## src/rtl/dir_pkg.sv

```systemverilog
// Shared definitions for the cursor direction path: bit indices, direction
// vector type, pacer FSM encoding and the opposing-key resolve helper.
package dir_pkg;

   localparam int DIR_LEFT  = 3;
   localparam int DIR_UP    = 2;
   localparam int DIR_RIGHT = 1;
   localparam int DIR_DOWN  = 0;

   typedef logic [3:0] dir_t;

   typedef enum logic [1:0] {
      IDLE   = 2'd0,
      DELAY  = 2'd1,
      REPEAT = 2'd2
   } state_t;

   // Opposing keys cancel on their own axis only.
   function automatic dir_t resolve(input dir_t f);
      dir_t a;
      a            = '0;
      a[DIR_LEFT]  = f[DIR_LEFT]  & ~f[DIR_RIGHT];
      a[DIR_RIGHT] = f[DIR_RIGHT] & ~f[DIR_LEFT];
      a[DIR_UP]    = f[DIR_UP]    & ~f[DIR_DOWN];
      a[DIR_DOWN]  = f[DIR_DOWN]  & ~f[DIR_UP];
      return a;
   endfunction

endpackage

```

## src/rtl/key_debouncer.sv

```systemverilog
// Single-key debouncer: the accepted level follows the synchronised input only
// after DEBOUNCE_CYCLES consecutive differing samples.
module key_debouncer #(
   parameter int DEBOUNCE_CYCLES = 500000
) (
   input  logic clock,
   input  logic reset,
   input  logic raw,
   output logic stable
);

   localparam int CW = $clog2(DEBOUNCE_CYCLES + 1);
   localparam logic [CW-1:0] CNT_LAST = CW'(DEBOUNCE_CYCLES - 1);

   logic [CW-1:0] cnt;

   always_ff @(posedge clock or posedge reset) begin
      if (reset) begin
         cnt    <= '0;
         stable <= 1'b0;
      end else if (raw == stable) begin
         cnt <= '0;
      end else if (cnt == CNT_LAST) begin
         stable <= raw;
         cnt    <= '0;
      end else begin
         cnt <= cnt + 1'b1;
      end
   end

endmodule

```

## src/rtl/direction_pacer.sv

```systemverilog
// Push-button front end: sync, debounce, opposing-key cancel and auto-repeat
// into one-cycle direction strobes. Define DIR_PACER_DIAG_EN for diagonal steps.
module direction_pacer
   import dir_pkg::*;
#(
   parameter int DEBOUNCE_CYCLES = 500000,
   parameter int REPEAT_DELAY    = 25000000,
   parameter int REPEAT_PERIOD   = 2500000
) (
   input  logic       clock,
   input  logic       reset,
   input  logic [3:0] keys_n,
   output dir_t       directions,
   output logic       held
);

   localparam int TMAX = (REPEAT_DELAY > REPEAT_PERIOD) ? REPEAT_DELAY : REPEAT_PERIOD;
   localparam int TW   = $clog2(TMAX);
   localparam logic [TW-1:0] DELAY_LAST  = TW'(REPEAT_DELAY - 1);
   localparam logic [TW-1:0] PERIOD_LAST = TW'(REPEAT_PERIOD - 1);

   logic [3:0] sync_p0, sync_p1;
   dir_t       raw_p1, flt_p2, res_p2, act_p2;

   // Stage 0/1: two-flop synchroniser, released (high) out of reset
   always_ff @(posedge clock or posedge reset) begin
      if (reset) begin
         sync_p0 <= '1;
         sync_p1 <= '1;
      end else begin
         sync_p0 <= keys_n;
         sync_p1 <= sync_p0;
      end
   end

   assign raw_p1 = ~sync_p1;

   // Stage 2: per-key debounce
   for (genvar i = 0; i < 4; i++) begin : g_deb
      key_debouncer #(
         .DEBOUNCE_CYCLES(DEBOUNCE_CYCLES)
      ) u_deb (
         .clock (clock),
         .reset (reset),
         .raw   (raw_p1[i]),
         .stable(flt_p2[i])
      );
   end

   assign res_p2 = resolve(flt_p2);

`ifdef DIR_PACER_DIAG_EN
   assign act_p2 = res_p2;
`else
   // Horizontal wins when both axes are active.
   always_comb begin
      act_p2 = res_p2;
      if (res_p2[DIR_LEFT] | res_p2[DIR_RIGHT]) begin
         act_p2[DIR_UP]   = 1'b0;
         act_p2[DIR_DOWN] = 1'b0;
      end
   end
`endif

   state_t        state, state_n;
   dir_t          last, last_n, dir_n;
   logic [TW-1:0] tcnt, tcnt_n;

   // Stage 3: pacing FSM and registered outputs
   always_ff @(posedge clock or posedge reset) begin
      if (reset) begin
         state      <= IDLE;
         last       <= '0;
         tcnt       <= '0;
         directions <= '0;
         held       <= 1'b0;
      end else begin
         state      <= state_n;
         last       <= last_n;
         tcnt       <= tcnt_n;
         directions <= dir_n;
         held       <= |act_p2;
      end
   end

   always_comb begin
      state_n = state;
      last_n  = last;
      tcnt_n  = tcnt;
      dir_n   = '0;
      case (state)
         IDLE: begin
            if (act_p2 != '0) begin
               dir_n   = act_p2;
               last_n  = act_p2;
               tcnt_n  = '0;
               state_n = DELAY;
            end
         end
         DELAY, REPEAT: begin
            // Release beats a change, and a change beats the terminal count.
            if (act_p2 == '0) begin
               state_n = IDLE;
            end else if (act_p2 != last) begin
               dir_n   = act_p2;
               last_n  = act_p2;
               tcnt_n  = '0;
               state_n = DELAY;
            end else if (tcnt == ((state == DELAY) ? DELAY_LAST : PERIOD_LAST)) begin
               dir_n   = last;
               tcnt_n  = '0;
               state_n = REPEAT;
            end else begin
               tcnt_n = tcnt + 1'b1;
            end
         end
         default: state_n = IDLE;
      endcase
   end

endmodule

```

## config.mk

```make
export PLATFORM = sky130hd
export DESIGN_NAME = direction_pacer
export DESIGN_NICKNAME = d
export VERILOG_FILES = /design/src/rtl/dir_pkg.sv /design/src/rtl/key_debouncer.sv /design/src/rtl/direction_pacer.sv
export SDC_FILE = /design/constraint.sdc
export NUM_CORES = 1
export LEC_CHECK = 0
export ABC_CLOCK_PERIOD_IN_PS = 2400
export CORE_ASPECT_RATIO = 0.9
export CORE_MARGIN = 3
export CORE_UTILIZATION = 40
export DETAILED_ROUTE_END_ITERATION = 6
export PLACE_DENSITY = 0.66
export SLEW_MARGIN = 20
export SYNTH_ARGS = -nofsm -noshare
export SYNTH_HDL_FRONTEND = slang
export SYNTH_HIERARCHICAL = 1
export SYNTH_SLANG_ARGS = --single-unit
```

## constraint.sdc

```tcl
create_clock -name clock -period 2.4 [get_ports clock]
set_input_delay 0.48 -clock clock [delete_from_list [all_inputs] [get_ports clock]]
set_output_delay 0.48 -clock clock [all_outputs]
set_load 0.03 [all_outputs]
```

==> insert_results.sql, run 1 <==
INSERT INTO impl_metrics (metric_group, metric, value, unit) VALUES
('outcome', 'status', 'completed', ''),
('route', 'drc', '0', ''),
('global_route', 'grt_overflow_total', '0', ''),
('synthesis', 'synthArstFlopShare', '100.0', '%'),
('pwr', 'p_total', '4.906', 'mW'),
('placement', 'dp_hpwl', '9.327', 'mm'),
('global_route', 'groute.usage.overall', '15.51', '%'),
('clock_network', 'cts_inserted_buffers', '17', ''),
('global_route', 'grt_pass1_vias', '4789', ''),
('clock_network', 'clock_tree.buffer_depth', '2', ''),
('timing', 'grt_setup_unrepaired', 'no', ''),
('clock_network', 'worstSkewPairLatency', '0.41', 'ns'),
('pwr', 'irDropWorstVdd', '449.6', 'uV'),
('route', 'route.detailed.wl_per_inst', '15.25', 'um'),
('synthesis', 'syn_inst', '650', ''),
('route', 'drt_iter0_drc', '357', ''),
('timing', 'min_clock_period_post_route', '2.327', 'ns'),
('route', 'vias_per_cell', '5.619', ''),
('placement', 'pre_cts_ws', '0.02511', 'ns'),
('synthesis', 'synth_largest_type_area_fraction', '44.23', '%'),
('finish', 'total_nets_final', '689', ''),
('critical_path', 'timing.critical_path.slowest_cell_delay', '0.52', 'ns'),
('timing', 'final_critical_path_setup_slack', '0.07347', 'ns'),
('pwr', 'power_density_cells', '655.6', 'nW/um^2'),
('finish', 'filler_cell_count', '1417', ''),
('synthesis', 'synthTopCellsByArea', 'sky130_fd_sc_hd__dfrtp_1 44%, sky130_fd_sc_hd__xor2_1 4.9%, sky130_fd_sc_hd__xnor2_1 4.7%, sky130_fd_sc_hd__nor2_1 4.6%, sky130_fd_sc_hd__dfstp_2 3.2%', ''),
('route', 'drt_wl_total', '13.51', 'mm'),
('placement', 'gp_congestion', '0.8811', ''),
('timing', 'headroom_to_the_max_slew_limit', '63.89', '%'),
('run', 'cap_violations', '0', ''),
('route', 'initial_drt_pass_iterations', '5', ''),
('floorplanning', 'io_pins', '11', ''),
('clock_network', 'clkSlewWorstSetupHoldPaths', '0.06', 'ns'),
('finish', 'layout-drive-gt1-share', '12.57', '%'),
('timing', 'post_route_fraction_of_the_period_consumed_by_the_critical_path', '96.94', '%'),
('critical_path', 'worst_setup_path_end_kind', 'flip-flop', ''),
('hold_path', 'hold_class', 'flip-flop to flip-flop', ''),
('synthesis', 'syn_nets', '668', ''),
('global_route', 'grt_start_max_net_pins', '24', ''),
('timing', 'timing.final.hold_violations', '0', ''),
('synthesis', 'synth_top_area_cell', 'sky130_fd_sc_hd__dfrtp_1', ''),
('critical_path', 'worstPathRequired', '2.71', 'ns'),
('synthesis', 'ys.flop_type', 'sky130_fd_sc_hd__dfrtp_1', ''),
('hold_path', 'hold_path_depth', '0', ''),
('floorplanning', 'initial_utilization', '41.63', '%'),
('critical_path', 'critical_path_arrival', '2.64', 'ns'),
('critical_path', 'cp_cell_sequence', 'inv_1 > ha_2 > nand4_1 > or3_1 > a2111o_2 > or3_4 > o32ai_1', ''),
('finish', 'syn_to_final_growth', '14.03', '%'),
('global_route', 'antenna_found_initial', '0', ''),
('timing', 'fmax', '0.4298', 'GHz'),
('placement', 'post_dp_cell_area', '6828', 'um^2'),
('finish', 'n_antenna_cell', '0', ''),
('synthesis', 'synth.cell_area', '6563', 'um^2'),
('critical_path', 'cell_type_of_the_slowest_stage_on_the_worst_timing_path', 'sky130_fd_sc_hd__a2111o_2', ''),
('synthesis', 'yosys_warnings', '6', ''),
('timing', 'clock_skew', '0.009299', 'ns'),
('route', 'vias', '4978', ''),
('global_route', 'grt_pass1_wl', '22.94', 'mm'),
('clock_network', 'holdBufCountCts', '0', ''),
('critical_path', 'critPathLaunchType', 'flip-flop', ''),
('clock_network', 'clockRootBuffer', 'sky130_fd_sc_hd__clkbuf_16', ''),
('floorplanning', 'chipHeight', '127.5', 'um'),
('synthesis', 'ys_types', '62', ''),
('timing', 'setup_tns_final', '0', 'ns'),
('floorplanning', 'die_area', '17980', 'um^2'),
('floorplanning', 'row_count', '43', ''),
('synthesis', 'avgSynthCellArea', '10.10', 'um^2'),
('synthesis', 'number_of_storage_elements_in_the_synthesis_netlist', '124', ''),
('critical_path', 'critical_path_class', 'flip-flop to flip-flop', ''),
('clock_network', 'cts-htree-levels', '4', ''),
('placement', 'input_output_buffers', '10', '');
-- cell usage after synthesis, drive strengths merged (9+ instances only) --
master,n
dfrtp,116
nor2,81
nand2,43
xor2,37
nand3,36
xnor2,35
inv,25
nand4,25
a21oi,23
o21ai,22
nor4,17
and3,16
or3,16
buf,14
and4,12
ha,12
nand4b,10
clkbuf,9
nor3,9
or4,9
-- where the power goes --
part,internal (mW),switching (mW),leakage [nW]
clock,1.65,1.00,0.287
sequential,2.12,0.0200,1.69
combinational,0.0347,0.0777,1.09
-- final cells by class --
type                            instances  area [um^2]  area share, %
Clock inverter                         15        190.2          2.541
Tap cell                              202        252.7          3.377
Multi-Input combinational cell        478         3178          42.47
Sequential cell                       124         3114          41.62
Inverter                               25        93.84          1.254
Clock buffer                           17        425.4          5.685
Timing Repair Buffer                   25        229.0          3.060
-- cells in the final DEF, fill, tap and decap left out, types with 10 or more instances in the layout --
cell,synthesis,routed
sky130_fd_sc_hd__a21oi_1,22,22
sky130_fd_sc_hd__and3_1,16,16
sky130_fd_sc_hd__buf_4,2,13
sky130_fd_sc_hd__clkbuf_16,0,17
sky130_fd_sc_hd__clkdlybuf4s50_1,0,10
sky130_fd_sc_hd__dfrtp_1,116,115
sky130_fd_sc_hd__ha_1,12,10
sky130_fd_sc_hd__inv_1,25,24
sky130_fd_sc_hd__nand2_1,42,42
sky130_fd_sc_hd__nand3_1,36,36
sky130_fd_sc_hd__nand4_1,24,24
sky130_fd_sc_hd__nand4b_1,10,10
sky130_fd_sc_hd__nor2_1,81,81
sky130_fd_sc_hd__nor4_1,17,17
sky130_fd_sc_hd__o21ai_0,20,20
sky130_fd_sc_hd__or3_1,15,15
sky130_fd_sc_hd__xnor2_1,35,35
sky130_fd_sc_hd__xor2_1,37,37
-- metal layers --
metal | vias up | wire length, um | GRT usage [%]
met3 | 12 | 409 | 3.144
met4 | 0 | 126 | 5.242
met1 | 2479 | 6590 | 21.19
met5 | - | 0 | 0
met2 | 103 | 6383 | 24.77
li1 | 2384 | - | -
-- logic make-up (layout without fill, tap and decap cells) --
logic type,Yosys count,count (layout),synth area share (%)
compound gates,83,83,8.847
xor+xnor,72,72,9.609
fa+ha+maj,12,12,2.288
buf+inv,48,82,4.557
flops,124,124,47.44
mux,4,4,0.9152
simple gates,307,307,26.35
-- worst paths after layout --
check / end / slack (ns) / start
hold / removal: sync_p1[3] / 0.36 / sync_p0[3]
setup reg to reg: directions[2] / 0.07 / state[1]
max in group asynchronous: sync_p1[2] / 1.48 / reset
setup / recovery: directions[2] / 0.07 / state[1]
hold reg to reg: sync_p1[3] / 0.36 / sync_p0[3]
min in group asynchronous: g_deb[1].u_deb/stable / 0.43 / reset
-- sequential cells by signal, indices dropped and copies added (netlist names) --
name	flops
g_deb.u_deb/stable	4
directions	4
last	4
held	1
state	2
sync_p1	4
g_deb.u_deb/cnt	76
sync_p0	4
tcnt	25
-- critical path, delay by kind of cell (launching register included) --
family,cells,cell delay [ns]
buf+inv,1,0.11
compound gates,2,0.66
fa+ha+maj,1,0.22
flops,1,0.39
simple gates,3,0.84
-- repair_timing --
item                                    4_1_cts  5_1_grt
buffers inserted                              0        1
gates resized for setup                       0        7
endpoints found under the setup margin        0       31
-- metrics by stage --
stage	instances	hold slack, ns	utilization [%]
after CTS	885	0.3560	47.22
final	886	0.3551	47.47
after global routing	886	0.3612	47.47
after global placement	853	0.3457	43.31
after detailed placement	853	0.3475	43.31
after floorplan	650	0.3452	-
No activity file was read; power rests on OpenSTA's default activity.
==> run 2, diff against run 1 <==
--- a/config.mk
+++ b/config.mk
@@ -10,9 +10,12 @@
 export CORE_MARGIN = 3
 export CORE_UTILIZATION = 40
 export DETAILED_ROUTE_END_ITERATION = 6
+export GPL_TIMING_DRIVEN = 0
 export PLACE_DENSITY = 0.66
+export RECOVER_POWER = 100
 export SLEW_MARGIN = 20
 export SYNTH_ARGS = -nofsm -noshare
 export SYNTH_HDL_FRONTEND = slang
 export SYNTH_HIERARCHICAL = 1
 export SYNTH_SLANG_ARGS = --single-unit
+export TNS_END_PERCENT = 10
==> insert_results.sql, run 2 (synthesis results as in run 1) <==
INSERT INTO impl_metrics (metric_group, metric, value, unit) VALUES
('pwr', 'seq_power_share', '43.2', '%'),
('critical_path', 'cp_cell_sequence', 'or4_2 > nor3_1 > a21bo_1 > clkbuf_1 > buf_12 > nor2_1', ''),
('global_route', 'grt_pass1_wl', '24.68', 'mm'),
('route', 'drc', '0', ''),
('clock_network', 'clk_sink_count', '124', ''),
('critical_path', 'critical_path_class', 'flip-flop to flip-flop', ''),
('outcome', 'status', 'completed', ''),
('critical_path', 'crit_path_max_fanout', '10', ''),
('pwr', 'power_density_cells', '658.1', 'nW/um^2'),
('finish', 'biggest_regs', 'g_deb.u_deb/cnt: 76 flops, tcnt: 25 flops', ''),
('placement', 'place.detailed.instances', '863', ''),
('clock_network', 'clock_tree.buffer_depth', '2', ''),
('placement', 'dp_hpwl', '9.665', 'mm'),
('floorplanning', 'io_pins', '11', ''),
('floorplanning', 'die_area', '17980', 'um^2'),
('route', 'vias', '5090', ''),
('clock_network', 'cts-htree-levels', '4', ''),
('critical_path', 'critPathLaunchType', 'flip-flop', ''),
('finish', 'layout_common_cells', '115 x sky130_fd_sc_hd__dfrtp_1, 81 x sky130_fd_sc_hd__nor2_1, 42 x sky130_fd_sc_hd__nand2_1', ''),
('hold_path', 'hold_class', 'flip-flop to flip-flop', ''),
('timing', 'post_route_fraction_of_the_period_consumed_by_the_critical_path', '98.27', '%'),
('finish', 'syn_to_final_growth', '14.87', '%'),
('floorplanning', 'initial_utilization', '41.63', '%'),
('timing', 'clock_skew', '0.008343', 'ns'),
('timing', 'min_clock_period_post_route', '2.358', 'ns'),
('timing', 'headroom_to_the_max_slew_limit', '38.13', '%'),
('pwr', 'leakage_power_figure', '3.127', 'nW'),
('timing', 'fmax', '0.4240', 'GHz'),
('clock_network', 'cts_tree', 'built', ''),
('timing', 'worstMarginPinSlew', '0.9270', 'ns'),
('finish', 'n_antenna_cell', '0', ''),
('finish', 'layout-drive-gt1-share', '11.64', '%'),
('critical_path', 'cell_type_of_the_slowest_stage_on_the_worst_timing_path', 'sky130_fd_sc_hd__or4_2', ''),
('timing', 'timing.final.hold_violations', '0', ''),
('finish', 'max_ffs_per_register', '76', ''),
('global_route', 'grt_pass1_vias', '5134', ''),
('route', 'drt_wl_total', '14.08', 'mm'),
('global_route', 'grt_start_max_net_pins', '26', ''),
('global_route', 'grt_overflow_total', '0', ''),
('placement', 'input_output_buffers', '10', ''),
('pwr', 'switching_power', '1.015', 'mW'),
('route', 'vias_per_cell', '5.668', ''),
('run', 'cap_violations', '0', ''),
('hold_path', 'hold_path_depth', '0', ''),
('finish', 'filler_cell_count', '1447', ''),
('route', 'antenna_left', '0', ''),
('finish', 'final_design_area_no_fill', '7538', 'um^2'),
('critical_path', 'worst-r2r-cell-count', '6', ''),
('clock_network', 'cts_inserted_buffers', '17', ''),
('route', 'drt_iter0_drc', '472', ''),
('clock_network', 'holdBufCountCts', '0', ''),
('timing', 'final_critical_path_setup_slack', '0.04154', 'ns'),
('pwr', 'power_frac_clock', '54.4', '%'),
('placement', 'gp_congestion', '0.8733', ''),
('clock_network', 'clkSlewWorstSetupHoldPaths', '0.05', 'ns'),
('finish', 'regMostFlops', 'g_deb.u_deb/cnt', ''),
('pwr', 'sw_frac_of_total', '20.46', '%'),
('critical_path', 'worst_setup_path_end_kind', 'flip-flop', ''),
('critical_path', 'timing.critical_path.slowest_cell_delay', '0.68', 'ns'),
('timing', 'hold_ws', '0.3563', 'ns'),
('floorplanning', 'core_area', '15760', 'um^2'),
('placement', 'post_dp_cell_area', '6943', 'um^2'),
('finish', 'leading_cell_type_in_the_layout_fill_and_taps_excluded', 'sky130_fd_sc_hd__dfrtp_1', ''),
('timing', 'grt_setup_unrepaired', 'yes', ''),
('critical_path', 'critical_path_arrival', '2.66', 'ns'),
('global_route', 'antenna_found_initial', '0', ''),
('timing', 'final_setup_violation_count', '0', ''),
('critical_path', 'worstPathRequired', '2.70', 'ns'),
('route', 'initial_drt_pass_iterations', '5', ''),
('placement', 'pre_cts_ws', '-0.3251', 'ns'),
('critical_path', 'cpLargestDelayFamily', 'simple AND/OR/NAND/NOR gates', ''),
('floorplanning', 'row_count', '43', ''),
('critical_path', 'timing.critical_path.buf_inv', '2', ''),
('pwr', 'comb_power_share', '2.4', '%'),
('floorplanning', 'chipWidth', '141.0', 'um'),
('timing', 'final-max-slew-violation-count', '0', ''),
('route', 'route.detailed.wl_per_inst', '15.68', 'um'),
('finish', 'total_nets_final', '701', ''),
('clock_network', 'clockRootBuffer', 'sky130_fd_sc_hd__clkbuf_16', ''),
('clock_network', 'worstSkewPairLatency', '0.42', 'ns'),
('pwr', 'intPower', '3.946', 'mW'),
('finish', 'post_layout_nonfiller_instances', '898', ''),
('critical_path', 'timing.critical_path.depth', '6', ''),
('floorplanning', 'chipHeight', '127.5', 'um'),
('pwr', 'irDropWorstVdd', '602.9', 'uV'),
('global_route', 'groute.usage.overall', '16.68', '%');
-- run 2: cell count changes in the layout (fill, tap and decap cells not counted), sizes merged, moves of 4 or more --
cell and delta:
clkbuf +20, dlygate4sd3 +10, buf -4, inv -4, clkdlybuf4s50 -10
-- run 2: power groups by stage --
stage / registers [mW] / clock network [mW] / logic (mW)
after global placement: 2.17 / 0 / 0.129
after floorplan: 2.17 / 0 / 0.0964
after detailed placement: 2.18 / 0 / 0.141
after global routing: 2.14 / 2.87 / 0.140
final: 2.14 / 2.70 / 0.121
after CTS: 2.14 / 2.76 / 0.142
-- run 2: layout make-up --
cell class	count	area, um^2	share of cell area, %
multi-input cells	478	3157	41.88
repair buffers	14	127.6	1.693
well taps	202	252.7	3.353
plain buffers	23	166.4	2.207
inverters	25	93.84	1.245
clock buffers	21	460.4	6.108
flip-flops and latches	124	3114	41.31
clock inverters	11	166.4	2.207
-- run 2: layer usage --
metal	share of wire (%)	global-route usage [%]	up-vias
met1	46	21.99	2538
met5	0	0	-
met4	1.4	6.097	0
li1	-	-	2415
met2	48	26.97	117
met3	3.8	3.892	20
-- run 2: through the flow --
stage,TNS [ns],total power [mW],util (%)
detailed placement,-4.782,2.317,44.04
global placement,-8.927,2.304,43.87
CTS,0,5.039,48.27
finish,0,4.961,47.82
floorplan,0,2.267,-
global route,-1.237,5.148,47.82
-- run 2: what timing repair did --
action / CTS / global route
gates resized for setup: 6 / 6
buffers inserted: 2 / 1
pin swaps: 2 / 2
hold endpoints to repair: 0 / 0
setup endpoints to repair: 31 / 25
-- run 2: final timing paths --
path	start	to	slack [ns]
min in group asynchronous	reset	g_deb[1].u_deb/cnt[13]	0.78
worst max register to register	g_deb[0].u_deb/cnt[11]	g_deb[0].u_deb/cnt[11]	0.04
worst min-delay path	sync_p0[2]	sync_p1[2]	0.36
worst max-delay path	g_deb[0].u_deb/cnt[11]	g_deb[0].u_deb/cnt[11]	0.04
max in group asynchronous	reset	sync_p1[2]	0.49
worst min register to register	sync_p0[2]	sync_p1[2]	0.36
==> run 3, diff against run 2 <==
--- a/config.mk
+++ b/config.mk
@@ -5,7 +5,6 @@
 export SDC_FILE = /design/constraint.sdc
 export NUM_CORES = 1
 export LEC_CHECK = 0
-export ABC_CLOCK_PERIOD_IN_PS = 2400
 export CORE_ASPECT_RATIO = 0.9
 export CORE_MARGIN = 3
 export CORE_UTILIZATION = 40
==> constraint.sdc (replaced) <==
create_clock -name clock -period 2.38 [get_ports clock]
set_input_delay 0.476 -clock clock [delete_from_list [all_inputs] [get_ports clock]]
set_output_delay 0.476 -clock clock [all_outputs]
set_load 0.03 [all_outputs]
==> insert_results.sql, run 3 (synthesis results as in run 1) <==
INSERT INTO impl_metrics (metric_group, metric, value, unit) VALUES
('pwr', 'leakage_power_figure', '3.146', 'nW'),
('timing', 'final_setup_violation_count', '0', ''),
('placement', 'place.detailed.instances', '863', ''),
('finish', 'leading_cell_type_in_the_layout_fill_and_taps_excluded', 'sky130_fd_sc_hd__dfrtp_1', ''),
('global_route', 'antenna_found_initial', '0', ''),
('timing', 'post_route_fraction_of_the_period_consumed_by_the_critical_path', '96.57', '%'),
('placement', 'gp_congestion', '0.8733', ''),
('clock_network', 'holdBufCountCts', '0', ''),
('route', 'drc', '0', ''),
('timing', 'worstMarginPinSlew', '0.9354', 'ns'),
('critical_path', 'critical_path_arrival', '2.62', 'ns'),
('floorplanning', 'chipWidth', '141.0', 'um'),
('floorplanning', 'core_area', '15760', 'um^2'),
('critical_path', 'critical_path_class', 'flip-flop to flip-flop', ''),
('finish', 'regMostFlops', 'g_deb.u_deb/cnt', ''),
('timing', 'min_clock_period_post_route', '2.298', 'ns'),
('global_route', 'grt_pass1_vias', '5154', ''),
('timing', 'clock_skew', '0.007917', 'ns'),
('global_route', 'grt_overflow_total', '0', ''),
('placement', 'dp_hpwl', '9.665', 'mm'),
('outcome', 'status', 'completed', ''),
('critical_path', 'worstPathRequired', '2.71', 'ns'),
('route', 'antenna_left', '0', ''),
('route', 'route.detailed.wl_per_inst', '15.74', 'um'),
('timing', 'fmax', '0.4351', 'GHz'),
('placement', 'pre_cts_ws', '-0.3451', 'ns'),
('route', 'vias_per_cell', '5.674', ''),
('clock_network', 'worstSkewPairLatency', '0.42', 'ns'),
('pwr', 'irDropWorstVdd', '607.9', 'uV'),
('global_route', 'grt_start_max_net_pins', '26', ''),
('pwr', 'switching_power', '1.023', 'mW'),
('floorplanning', 'row_count', '43', ''),
('clock_network', 'cts_inserted_buffers', '17', ''),
('pwr', 'intPower', '3.988', 'mW'),
('timing', 'timing.final.hold_violations', '0', ''),
('finish', 'layout_common_cells', '115 x sky130_fd_sc_hd__dfrtp_1, 81 x sky130_fd_sc_hd__nor2_1, 42 x sky130_fd_sc_hd__nand2_1', ''),
('global_route', 'groute.usage.overall', '16.70', '%'),
('finish', 'max_ffs_per_register', '76', ''),
('clock_network', 'clkSlewWorstSetupHoldPaths', '0.06', 'ns'),
('timing', 'final-max-slew-violation-count', '0', ''),
('global_route', 'grt_pass1_wl', '24.67', 'mm'),
('pwr', 'sw_frac_of_total', '20.42', '%'),
('timing', 'final_critical_path_setup_slack', '0.08175', 'ns'),
('floorplanning', 'chipHeight', '127.5', 'um'),
('critical_path', 'critPathLaunchType', 'flip-flop', ''),
('timing', 'setup_tns_final', '0', 'ns'),
('finish', 'syn_to_final_growth', '16.30', '%'),
('route', 'initial_drt_pass_iterations', '5', ''),
('clock_network', 'clock_tree.buffer_depth', '2', ''),
('clock_network', 'cts-htree-levels', '4', ''),
('finish', 'biggest_regs', 'g_deb.u_deb/cnt: 76 flops, tcnt: 25 flops', ''),
('placement', 'input_output_buffers', '10', ''),
('timing', 'headroom_to_the_max_slew_limit', '37.57', '%'),
('pwr', 'power_frac_clock', '54.3', '%'),
('pwr', 'comb_power_share', '2.6', '%'),
('finish', 'total_nets_final', '702', ''),
('finish', 'layout-drive-gt1-share', '13.49', '%'),
('run', 'cap_violations', '0', ''),
('finish', 'n_antenna_cell', '0', ''),
('critical_path', 'worst_setup_path_end_kind', 'flip-flop', ''),
('route', 'vias', '5101', ''),
('floorplanning', 'io_pins', '11', ''),
('pwr', 'seq_power_share', '43.1', '%'),
('hold_path', 'hold_class', 'flip-flop to flip-flop', ''),
('clock_network', 'clk_sink_count', '124', ''),
('pwr', 'power_density_cells', '656.5', 'nW/um^2'),
('floorplanning', 'initial_utilization', '41.63', '%'),
('clock_network', 'clockRootBuffer', 'sky130_fd_sc_hd__clkbuf_16', ''),
('clock_network', 'cts_tree', 'built', ''),
('critical_path', 'crit_path_max_fanout', '9', ''),
('floorplanning', 'die_area', '17980', 'um^2'),
('route', 'drt_wl_total', '14.15', 'mm'),
('route', 'drt_iter0_drc', '395', ''),
('finish', 'post_layout_nonfiller_instances', '899', ''),
('finish', 'filler_cell_count', '1432', '');
## run 3: area by class of cell
type | instances | area (um^2) | share of cell area [%]
inverter | 25 | 93.84 | 1.230
clock buffer | 21 | 460.4 | 6.033
buffer | 23 | 207.7 | 2.721
timing repair buffer | 15 | 135.1 | 1.770
sequential | 124 | 3114 | 40.80
tap | 202 | 252.7 | 3.311
clock inverter | 11 | 166.4 | 2.180
multi-input combinational | 478 | 3202 | 41.95
## run 3: per-stage QoR
step | area (um^2) | utilization [%] | hold slack, ns | power, mW
6_report | 7632 | 48.42 | 0.3565 | 5.011
5_1_grt | 7632 | 48.42 | 0.3576 | 5.201
4_1_cts | 7621 | 48.35 | 0.3579 | 5.081
3_5_place_dp | 6943 | 44.04 | 0.3496 | 2.337
3_3_place_gp | 6915 | 43.87 | 0.3470 | 2.323
2_1_floorplan | 6563 | - | 0.3452 | 2.286
## run 3: power by group through the flow
stage                     logic, mW  registers (mW)  clock network [mW]
after floorplan              0.0972            2.19                   0
after global placement        0.130            2.19                   0
after detailed placement      0.142            2.19                   0
after CTS                     0.143            2.16                2.78
after global routing          0.151            2.16                2.89
final                         0.132            2.16                2.72
## run 3: path summary, 6_finish.rpt
path | start | cells after the start | endpoint | slack, ns
setup / recovery | state[1] | 8 | directions[3] | 0.08
hold / removal | sync_p0[2] | 0 | sync_p1[2] | 0.36
setup reg to reg | state[1] | 8 | directions[3] | 0.08
hold reg to reg | sync_p0[2] | 0 | sync_p1[2] | 0.36
max in group asynchronous | reset | 3 | sync_p0[2] | 0.46
min in group asynchronous | reset | 2 | g_deb[3].u_deb/cnt[1] | 0.78
## run 3: worst max-delay path, stage by stage, from the launching register on
cell and delay [ns]:
sky130_fd_sc_hd__dfrtp_1 0.39, sky130_fd_sc_hd__inv_2 0.09, sky130_fd_sc_hd__ha_4 0.15, sky130_fd_sc_hd__nand4_1 0.08
sky130_fd_sc_hd__or3_1 0.32, sky130_fd_sc_hd__a2111o_1 0.43, sky130_fd_sc_hd__buf_6 0.16, sky130_fd_sc_hd__or3_4 0.40
sky130_fd_sc_hd__o21ai_1 0.18
## run 3: layer usage
metal	share of wire [%]	global-route usage, %	wire length (um)
met1	46	21.91	6507
met4	1.3	6.211	180
met3	4.0	3.930	572
met5	0	0	0
met2	49	27.06	6894
## run 3: timing repair
action,CTS,global route
pin swaps,2,1
resized for setup,6,7
cloned,0,0
endpoints found under the setup margin,33,29
setup buffers,3,1
==> RTL change (flow settings as in run 2) <==
Remove the register `held`: a continuous assignment takes its place, so the output `held` follows one clock earlier.
--- a/src/rtl/direction_pacer.sv
+++ b/src/rtl/direction_pacer.sv
@@ -73,15 +73,15 @@
          last       <= '0;
          tcnt       <= '0;
          directions <= '0;
-         held       <= 1'b0;
       end else begin
          state      <= state_n;
          last       <= last_n;
          tcnt       <= tcnt_n;
          directions <= dir_n;
-         held       <= |act_p2;
       end
    end
+
+   assign held = |act_p2;
 
    always_comb begin
       state_n = state;
Check against the original RTL: no difference found for any inputs over 10 cycles, from zero or initial values and one cycle with reset high; that may be too few to reach the edited logic, so the function may still have changed.
==> RTL change against run 2 <==
  * Cell count up 0.11%
  * Synthesized area fell by 0.38%
  * Critical path type unchanged
  * Largest power group unchanged
  * Final area is 0.12% lower
  * Routed wire length is 5.0% lower
  * Worst setup slack gained 0.0057 ns
  * Critical endpoint is now tcnt[24]$_DFFE_PP0P_
  * First-iteration DRC count shrank 17%
  * Sequential share of layout area decreased by 0.27 points
  * Sequential cell count decreased by 1
  * Total power fell by 2.4%
==> RTL change: results (changes against run 2) <==
Clocking
  • CTS clk-pin slew, worst paths: roughly 0.060 ns
  • CTS Buf Count: 17 (unchanged)
  • Post-CTS resize count: 13 (+7)
  • Setup Buffers After CTS: 3 (+1)

Place
  • HPWL Detailed: 9270 µm (-4.0%)
  • DP Area: 0.00691 mm² (-0.47%)
  • DP Cell Count: 862 (-0.12%)
  • GP Congestion: 0.841 (-3.7%)

Layout
  • Top Registers: g_deb.u_deb/cnt: 76 flops, tcnt: 25 flops
  • Nets: 702 (+0.14%)
  • Layout cells sized above 1: 12.1% (+0.41 points)
  • Fin cells: 899 (+0.11%)
  • Antenna diode count: 0 (unchanged)
  • FILL cells: 1441 (-0.41%)

Drt
  • Met2 Wirelength: 6340 µm (-6.9%)
  • Vias: 4925 (-3.2%)
  • Metal-1 WL: 6460 µm (-1.1%)
  • Initial DRC Count: 393 (-17%)
  • Uppermost layer routed: met4
  • Drt wl/cell: 14.9 µm (-5.2%)
  • Met3 WL: 488 µm (-8.8%)
  • First-pass DRT Iterations: 5 (unchanged)

Pwr
  • Sequential power: 2120 µW
  • Pleak: 0.00311 µW (-0.61%)
  • Max VDD drop: 467 µV (-23%)
  • Logic power comb: roughly 120 µW
  • Switch share: 21.5% (+1.0 points)
  • P per Cell Area: 643 mW/mm² (-2.3%)

Global routing
  • Pin count of the biggest net entering global routing: 33 (+27%)
  • Initial antenna violation count: 0 (unchanged)
  • Global-route wire length before repair: 23600 µm (-4.4%)
  • Global Route Usage Sum: 15.9% (-0.76 points)

Synthesis
  • Top FF cell, synth: dfrtp_1
  • Sequential area share after synthesis: 47.2% (-0.20 points)
  • Yosys warnings: 6 (unchanged)
  • Post-synth top cells: dfrtp_1, nor2_1, nand2_1, xor2_1, nand3_1
  • Net count after synthesis: 667 (-0.15%)
  • Complex-gate fraction of the synthesized area: 8.88% (+0.034 points)
  • Adder-cell share of the synthesized area: 2.30% (+0.0088 points)
  • Post-synthesis xor/xnor area fraction: 9.65% (+0.037 points)
  • Area contributors post-synth: dfrtp_1, xor2_1, xnor2_1, nor2_1, dfstp_2
  • Mux contribution to synthesized area: 0.919% (+0.0035 points)
  • Syn Area/Cell: 10.1 µm² (-0.23%)
  • Top cell type's share of synthesized area: 44.0% (-0.21 points)
  • Fraction of registers with async set/reset: 100% (unchanged)

Setup path
  • Worst path slowest cell: or4_1
  • R2r endpoint: tcnt[24]$_DFFE_PP0P_
  • Flop-to-flop setup slack: around 0.047 ns
  • CP max FO: 9 (-1)
  • Arrival time at the worst endpoint: 2.69 ns (+0.03 ns)
  • Reg2reg path depth: 8 (+2)
  • CP Class: reg -> reg
  • Worst path max stage delay: 0.48 ns (-0.20 ns)
  • Crit path from: g_deb[1].u_deb/stable$_DFFE_PP0P_

Worst hold path
  • Worst hold endpoint: sync_p1[2]$_DFF_PP1_

STA
  • Skew final: 0.00696 ns (-0.00138 ns)
  • Rel. slew slack: 46.7% (+8.5 points)

Run status
  • Outcome: completed
[RTL change: through the flow]
| step | TNS, ns | hold WS (ns) | total power (µW) | setup WS [ns] |
|---|---|---|---|---|
| after floorplan | 0 | 0.345 | 2250 | 0.200 |
| final | 0 | 0.353 | 4840 | 0.0472 |
| after detailed placement | -3.32 | 0.348 | 2300 | -0.447 |
| after CTS | 0 | 0.359 | 4920 | 0.00125 |
| after global routing | -1.04 | 0.360 | 5020 | -0.0856 |
| after global placement | -8.20 | 0.346 | 2290 | -0.442 |
[RTL change: final cells by class]
cell class	count	share of cell area (%)
Multi-Input combinational cell	478	42.0
Buffer	23	2.26
Clock buffer	18	5.83
Tap cell	202	3.36
Inverter	25	1.25
Timing Repair Buffer	16	2.04
Clock inverter	14	2.24
Sequential cell	123	41.0
[RTL change: layer usage]
metal,vias up,track usage (%)
li1,2399,-
met1,2448,22.1
met2,67,24.7
met3,11,4.27
met4,0,4.39
met5,-,0
